<file path="src/rtl/vx_dcr_fifo_pkg.sv">
// Shared defaults and helpers for the DCR write queue.
package vx_dcr_fifo_pkg;

  localparam int unsigned VX_DCR_ADDR_WIDTH_DEF = 8;
  localparam int unsigned VX_DCR_DATA_WIDTH_DEF = 32;
  localparam int unsigned VX_DCR_DEPTH_DEF      = 8;

  // Pointer width: index bits plus one wrap bit to tell full from empty.
  function automatic int unsigned vx_dcr_ptr_w(input int unsigned depth);
    return $clog2(depth) + 1;
  endfunction

endpackage

</file>
<file path="src/rtl/vx_dcr_fifo_ctrl.sv">
// Pointer, full/empty, occupancy and high-water bookkeeping for vx_dcr_fifo.
module vx_dcr_fifo_ctrl
  import vx_dcr_fifo_pkg::*;
#(
  parameter int unsigned DEPTH = VX_DCR_DEPTH_DEF
) (
  input  logic                       clk,
  input  logic                       rst,
  input  logic                       push,
  input  logic                       pop,
  input  logic                       flush,
  output logic [$clog2(DEPTH)-1:0]   wr_idx,
  output logic [$clog2(DEPTH)-1:0]   rd_idx,
  output logic                       full,
  output logic                       empty,
  output logic [$clog2(DEPTH):0]     occupancy,
  output logic [$clog2(DEPTH):0]     high_water
);

  localparam int unsigned AW = $clog2(DEPTH);
  localparam int unsigned PW = vx_dcr_ptr_w(DEPTH);

  logic [PW-1:0] wr_ptr_q, wr_ptr_d;
  logic [PW-1:0] rd_ptr_q, rd_ptr_d;
  logic [PW-1:0] occ_q, occ_d;
  logic [PW-1:0] hw_q, hw_d;

  assign wr_idx     = wr_ptr_q[AW-1:0];
  assign rd_idx     = rd_ptr_q[AW-1:0];
  assign empty      = (wr_ptr_q == rd_ptr_q);
  assign full       = (wr_ptr_q[AW-1:0] == rd_ptr_q[AW-1:0]) && (wr_ptr_q[AW] != rd_ptr_q[AW]);
  assign occupancy  = occ_q;
  assign high_water = hw_q;

  always_comb begin
    wr_ptr_d = wr_ptr_q;
    rd_ptr_d = rd_ptr_q;
    occ_d    = occ_q;
    hw_d     = hw_q;
    if (flush) begin
      rd_ptr_d = wr_ptr_q;
      occ_d    = '0;
      hw_d     = '0;
    end else begin
      if (push) wr_ptr_d = wr_ptr_q + PW'(1);
      if (pop)  rd_ptr_d = rd_ptr_q + PW'(1);
      if (push && !pop)      occ_d = occ_q + PW'(1);
      else if (pop && !push) occ_d = occ_q - PW'(1);
      hw_d = (occ_d > hw_q) ? occ_d : hw_q;
    end
  end

  always_ff @(posedge clk or posedge rst) begin
    if (rst) begin
      wr_ptr_q <= '0;
      rd_ptr_q <= '0;
      occ_q    <= '0;
      hw_q     <= '0;
    end else begin
      wr_ptr_q <= wr_ptr_d;
      rd_ptr_q <= rd_ptr_d;
      occ_q    <= occ_d;
      hw_q     <= hw_d;
    end
  end

endmodule

</file>
<file path="src/rtl/vx_dcr_fifo.sv">
// DCR write queue: buffers Piton-side (addr,data) writes and issues them to the Vortex DCR port.
module vx_dcr_fifo
  import vx_dcr_fifo_pkg::*;
#(
  parameter int unsigned VX_DCR_ADDR_WIDTH = VX_DCR_ADDR_WIDTH_DEF,
  parameter int unsigned VX_DCR_DATA_WIDTH = VX_DCR_DATA_WIDTH_DEF,
  parameter int unsigned DEPTH             = VX_DCR_DEPTH_DEF,
  parameter bit          FILTER_EN         = 1'b0,
  parameter int unsigned ADDR_LO           = 0,
  parameter int unsigned ADDR_HI           = 255
) (
  input  logic                         clk,
  input  logic                         rst,
  input  logic                         in_valid,
  input  logic [VX_DCR_ADDR_WIDTH-1:0] in_addr,
  input  logic [VX_DCR_DATA_WIDTH-1:0] in_data,
  output logic                         in_ready,
  input  logic                         flush,
  output logic                         dcr_wr_valid,
  output logic [VX_DCR_ADDR_WIDTH-1:0] dcr_wr_addr,
  output logic [VX_DCR_DATA_WIDTH-1:0] dcr_wr_data,
  input  logic                         dcr_busy,
  output logic [$clog2(DEPTH):0]       occupancy,
  output logic [$clog2(DEPTH):0]       high_water,
  output logic                         overflow,
  output logic                         filtered
);

  localparam int unsigned AW = $clog2(DEPTH);
  localparam int          Lo = int'(ADDR_LO);
  localparam int          Hi = int'(ADDR_HI);

  logic [VX_DCR_ADDR_WIDTH-1:0] mem_addr [DEPTH];
  logic [VX_DCR_DATA_WIDTH-1:0] mem_data [DEPTH];

  logic [AW-1:0] wr_idx, rd_idx;
  logic          full, empty;
  logic          accept, in_window, store;
  logic          overflow_q, filtered_q;
  int            addr_s;

  // Signed compare keeps the window test free of always-true unsigned bounds.
  assign addr_s    = int'(in_addr);
  assign in_window = !FILTER_EN || ((addr_s >= Lo) && (addr_s <= Hi));

  assign in_ready     = !full && !flush;
  assign accept       = in_valid && in_ready;
  assign store        = accept && in_window;
  assign dcr_wr_valid = !empty && !dcr_busy && !flush;
  assign dcr_wr_addr  = mem_addr[rd_idx];
  assign dcr_wr_data  = mem_data[rd_idx];
  assign overflow     = overflow_q;
  assign filtered     = filtered_q;

  vx_dcr_fifo_ctrl #(
    .DEPTH (DEPTH)
  ) u_ctrl (
    .clk        (clk),
    .rst        (rst),
    .push       (store),
    .pop        (dcr_wr_valid),
    .flush      (flush),
    .wr_idx     (wr_idx),
    .rd_idx     (rd_idx),
    .full       (full),
    .empty      (empty),
    .occupancy  (occupancy),
    .high_water (high_water)
  );

  always_ff @(posedge clk) begin
    if (store) begin
      mem_addr[wr_idx] <= in_addr;
      mem_data[wr_idx] <= in_data;
    end
  end

  always_ff @(posedge clk or posedge rst) begin
    if (rst) begin
      overflow_q <= 1'b0;
      filtered_q <= 1'b0;
    end else begin
      if (in_valid && !in_ready && !flush) overflow_q <= 1'b1;
      filtered_q <= accept && !in_window;
    end
  end

endmodule

</file>
<file path="config.mk">
export PLATFORM = sky130hd
export DESIGN_NAME = vx_dcr_fifo
export DESIGN_NICKNAME = d
export VERILOG_FILES = /design/src/rtl/vx_dcr_fifo_pkg.sv /design/src/rtl/vx_dcr_fifo_ctrl.sv /design/src/rtl/vx_dcr_fifo.sv
export SDC_FILE = /design/constraint.sdc
export NUM_CORES = 1
export LEC_CHECK = 0
export ABC_AREA = 1
export CORE_MARGIN = 2
export CORE_UTILIZATION = 59
export DETAILED_ROUTE_END_ITERATION = 10
export PLACE_DENSITY = 0.82
export SLEW_MARGIN = 20
export SYNTH_ARGS = -nofsm -noshare
export SYNTH_HDL_FRONTEND = slang
export SYNTH_HIERARCHICAL = 1
export SYNTH_SLANG_ARGS = --single-unit
export TNS_END_PERCENT = 50
</file>
<file path="constraint.sdc">
create_clock -name clk -period 4.52 [get_ports clk]
set_clock_uncertainty 0.1 [all_clocks]
set_input_delay 0.904 -clock clk [delete_from_list [all_inputs] [get_ports clk]]
set_output_delay 0.904 -clock clk [all_outputs]
set_load 0.05 [all_outputs]
</file>
==> flow_summary.yaml, run 1 <==
finish:
  final_common_cell: "nand2_1"
  area_growth_pct: 15.0
  diodes: 0
  fillerInstances: 1693
  final_cells: 1980
  postLayoutCellArea_um2: 17400
  fin_nets: 1678
  final_cell_mix: "nand2_1 (553), inv_1 (339), edfxtp_1 (320), nand3_1 (174), clkdlybuf4s50_1 (92)"
  drive_gt1_frac: 0.0552
clocking:
  clk_path_buf_depth: 3
  htreeDepth: 2
  cts-root-buf: "clkbuf_16"
  clk_pin_slew_worst_paths_ns: 0.06
  cts_tree: "built"
  post_cts_buffers: 0
  numCtsBuffers: 34
  post_cts_resized: 0
  clock-sinks: 337
  cts_hold_buffers: 0
  insertion_delay_ns: 0.49
detailed_routing:
  drtIter0Drc: 1021
  drt_pre_antenna_iters: 6
  drc_errors: 0
  vias_per_cell: 5.27
  ant_nets: 0
  wl_per_cell_um: 16.7
  routed_wl_um: 33200
  vias: 10426
power:
  pwr-share-clk: 0.222
  swShare: 0.425
  leakage_nw: 7.89
  peakVddDrop_v: 0.000578
  internal_power_w: 0.00671
  cellPowerDensity_nw_per_um2: 670
  combPwrFrac: 0.443
  p_sw_w: 0.00495
  p_seq_frac: 0.335
timing:
  fin_crit_ns: 4.18
  finalCritPeriodShare: 0.926
  rsz0062_at_grt: "no"
  final.setup.tns_ns: 0
  maxSlewHeadroom: 0.454
  tightest_slew_ns: 0.819
  drv_slew: 0
  fmax_mhz: 239
  setup_viol: 0
  hold_violations: 0
grt:
  antenna_found_initial: 0
  grt_overflow: 0
  grt_first_pass_wirelength_um: 51400
  first_global_vias: 10170
  track_usage: 0.249
  grt_max_degree: 166
yosys:
  syn-num-nets: 1594
  synth_edf_count: 320
  synth_cell_types: 33
  syn_inst: 1541
  synth-seq-cells: 337
  async_flop_share: 0.0504
  syn_avg_cell_area_um2: 9.82
  yosysWarnings: 6
  ys_seq_area_frac: 0.663
  ys.flop_type: "edfxtp_1"
  netlist_area_um2: 15100
place:
  port_buffers: 95
  placed_area_um2: 16400
  gp_congestion: 0.806
  hpwl_um: 18400
  dp_cells: 1919
worst_hold_path:
  hp-class: "register to register"
  min-delay-start: "overflow$_DFFE_PP0P_"
setup_path:
  r2r_start: "u_ctrl/rd_ptr_q[0]$_DFFE_PP0P_"
  crit_path_end_kind: "output pin"
  crit_type: "register to output pin"
  startpoint: "u_ctrl/rd_ptr_q[1]$_DFFE_PP0P_"
  worst-endpoint-arrival_ns: 3.18
  cp_max_fo: 39
  worst_ep_required_time_ns: 3.52
  cp-start-kind: "register"
run_status:
  status: "complete, no violations"
floorplan:
  row_count: 58
  chipWidth_um: 164
  num_io_pins: 97
  die_y_um: 164
  start_util: 0.601
  dieArea_um2: 26900
  design.core.area_um2: 25200
run:
  cap_violations: 0
path summary, 6_finish.rpt:
check,endpoint,slack (ns),cells after the start
worst max-delay path,dcr_wr_data[0],0.34,7
worst min-delay path,overflow$_DFFE_PP0P_,0.38,1
worst max register to register,u_ctrl/high_water[3]$_DFFE_PP0P_,0.61,17
worst min register to register,overflow$_DFFE_PP0P_,0.38,1
max in group asynchronous,u_ctrl/rd_ptr_q[0]$_DFFE_PP0P_,3.10,2
min in group asynchronous,overflow$_DFFE_PP0P_,0.48,2
per-layer routing:
| metal | global-route usage | up-vias | wire, um |
|---|---|---|---|
| met2 | 0.430 | 461 | 16800 |
| met4 | 0.101 | 0 | 981 |
| met3 | 0.0371 | 84 | 2440 |
| met5 | 0 | - | 0 |
| met1 | 0.316 | 4935 | 12900 |
| li1 | - | 4946 | - |
cell type report:
type                            instances  area (um2)  area share
Clock buffer                           42         902      0.0518
Clock inverter                         19         110     0.00633
Inverter                              344        1290      0.0743
Multi-Input combinational cell        791        3450       0.198
Sequential cell                       337       10000       0.577
Tap cell                              330         413      0.0237
Timing Repair Buffer                  117        1200      0.0687
critical path, stage by stage (launching register included):
cell and delay [ns]:
dfrtp_4 0.54, inv_2 0.49, buf_12 0.32, nand3_1 0.15, nand2_1 0.10, nand2_1 0.05, nand2_1 0.17, clkdlybuf4s50_1 0.83
registers in the layout, summed over array words and instances (netlist names):
| signal | flops |
|---|---|
| u_ctrl/wr_ptr_q | 4 |
| u_ctrl/high_water | 4 |
| u_ctrl/rd_ptr_q | 4 |
| overflow | 1 |
| mem_data | 256 |
| u_ctrl/occupancy | 4 |
| mem_addr | 64 |
power by group through the flow:
stage          clock network, W  registers, W  logic [W]
2_1_floorplan                 0       0.00398    0.00359
3_3_place_gp                  0       0.00395    0.00498
3_5_place_dp                  0       0.00396    0.00510
4_1_cts                 0.00262       0.00390    0.00515
5_1_grt                 0.00275       0.00393    0.00555
6_report                0.00259       0.00390    0.00516
synth_stat cells (7+ instances only):
cell type / number / area share
buf_2: 32 / 0.011
edfxtp_1: 320 / 0.64
nor2_1: 17 / 0.0042
clkbuf_1: 13 / 0.0032
xnor2_1: 7 / 0.0041
nand3_1: 174 / 0.058
buf_6: 8 / 0.0060
dfrtp_1: 17 / 0.028
nand2_1: 553 / 0.14
buf_4: 12 / 0.0060
inv_1: 339 / 0.084
ha_1: 8 / 0.0066
cells by family after synthesis:
kind of cell	share of synthesized area
buffers and inverters	0.113
AO/OA/AOI/OAI	0.00661
adder cells (fa/ha/maj)	0.00662
other	0.000248
AND/OR/NAND/NOR	0.204
flip-flops	0.663
XOR/XNOR	0.00629
per-stage QoR:
| step | hold slack, ns | power, W | utilization | setup WS [ns] |
|---|---|---|---|---|
| after CTS | 0.388 | 0.0117 | 0.691 | 0.337 |
| after detailed placement | 0.365 | 0.00907 | 0.651 | 0.541 |
| after global routing | 0.415 | 0.0122 | 0.691 | 0.254 |
| after global placement | 0.364 | 0.00893 | 0.651 | 0.787 |
| after floorplan | 0.385 | 0.00757 | - | 0.514 |
| final | 0.385 | 0.0117 | 0.691 | 0.336 |
Note: power is estimated with default switching activity, not from simulation.
==> run 2, diff against run 1 <==
--- a/config.mk
+++ b/config.mk
@@ -9,6 +9,7 @@
 export CORE_MARGIN = 2
 export CORE_UTILIZATION = 59
 export DETAILED_ROUTE_END_ITERATION = 10
+export GPL_ROUTABILITY_DRIVEN = 1
 export PLACE_DENSITY = 0.82
 export SLEW_MARGIN = 20
 export SYNTH_ARGS = -nofsm -noshare
==> results of run 2 <==
No change in the layout: final DEF, timing and power equal those of run 1.
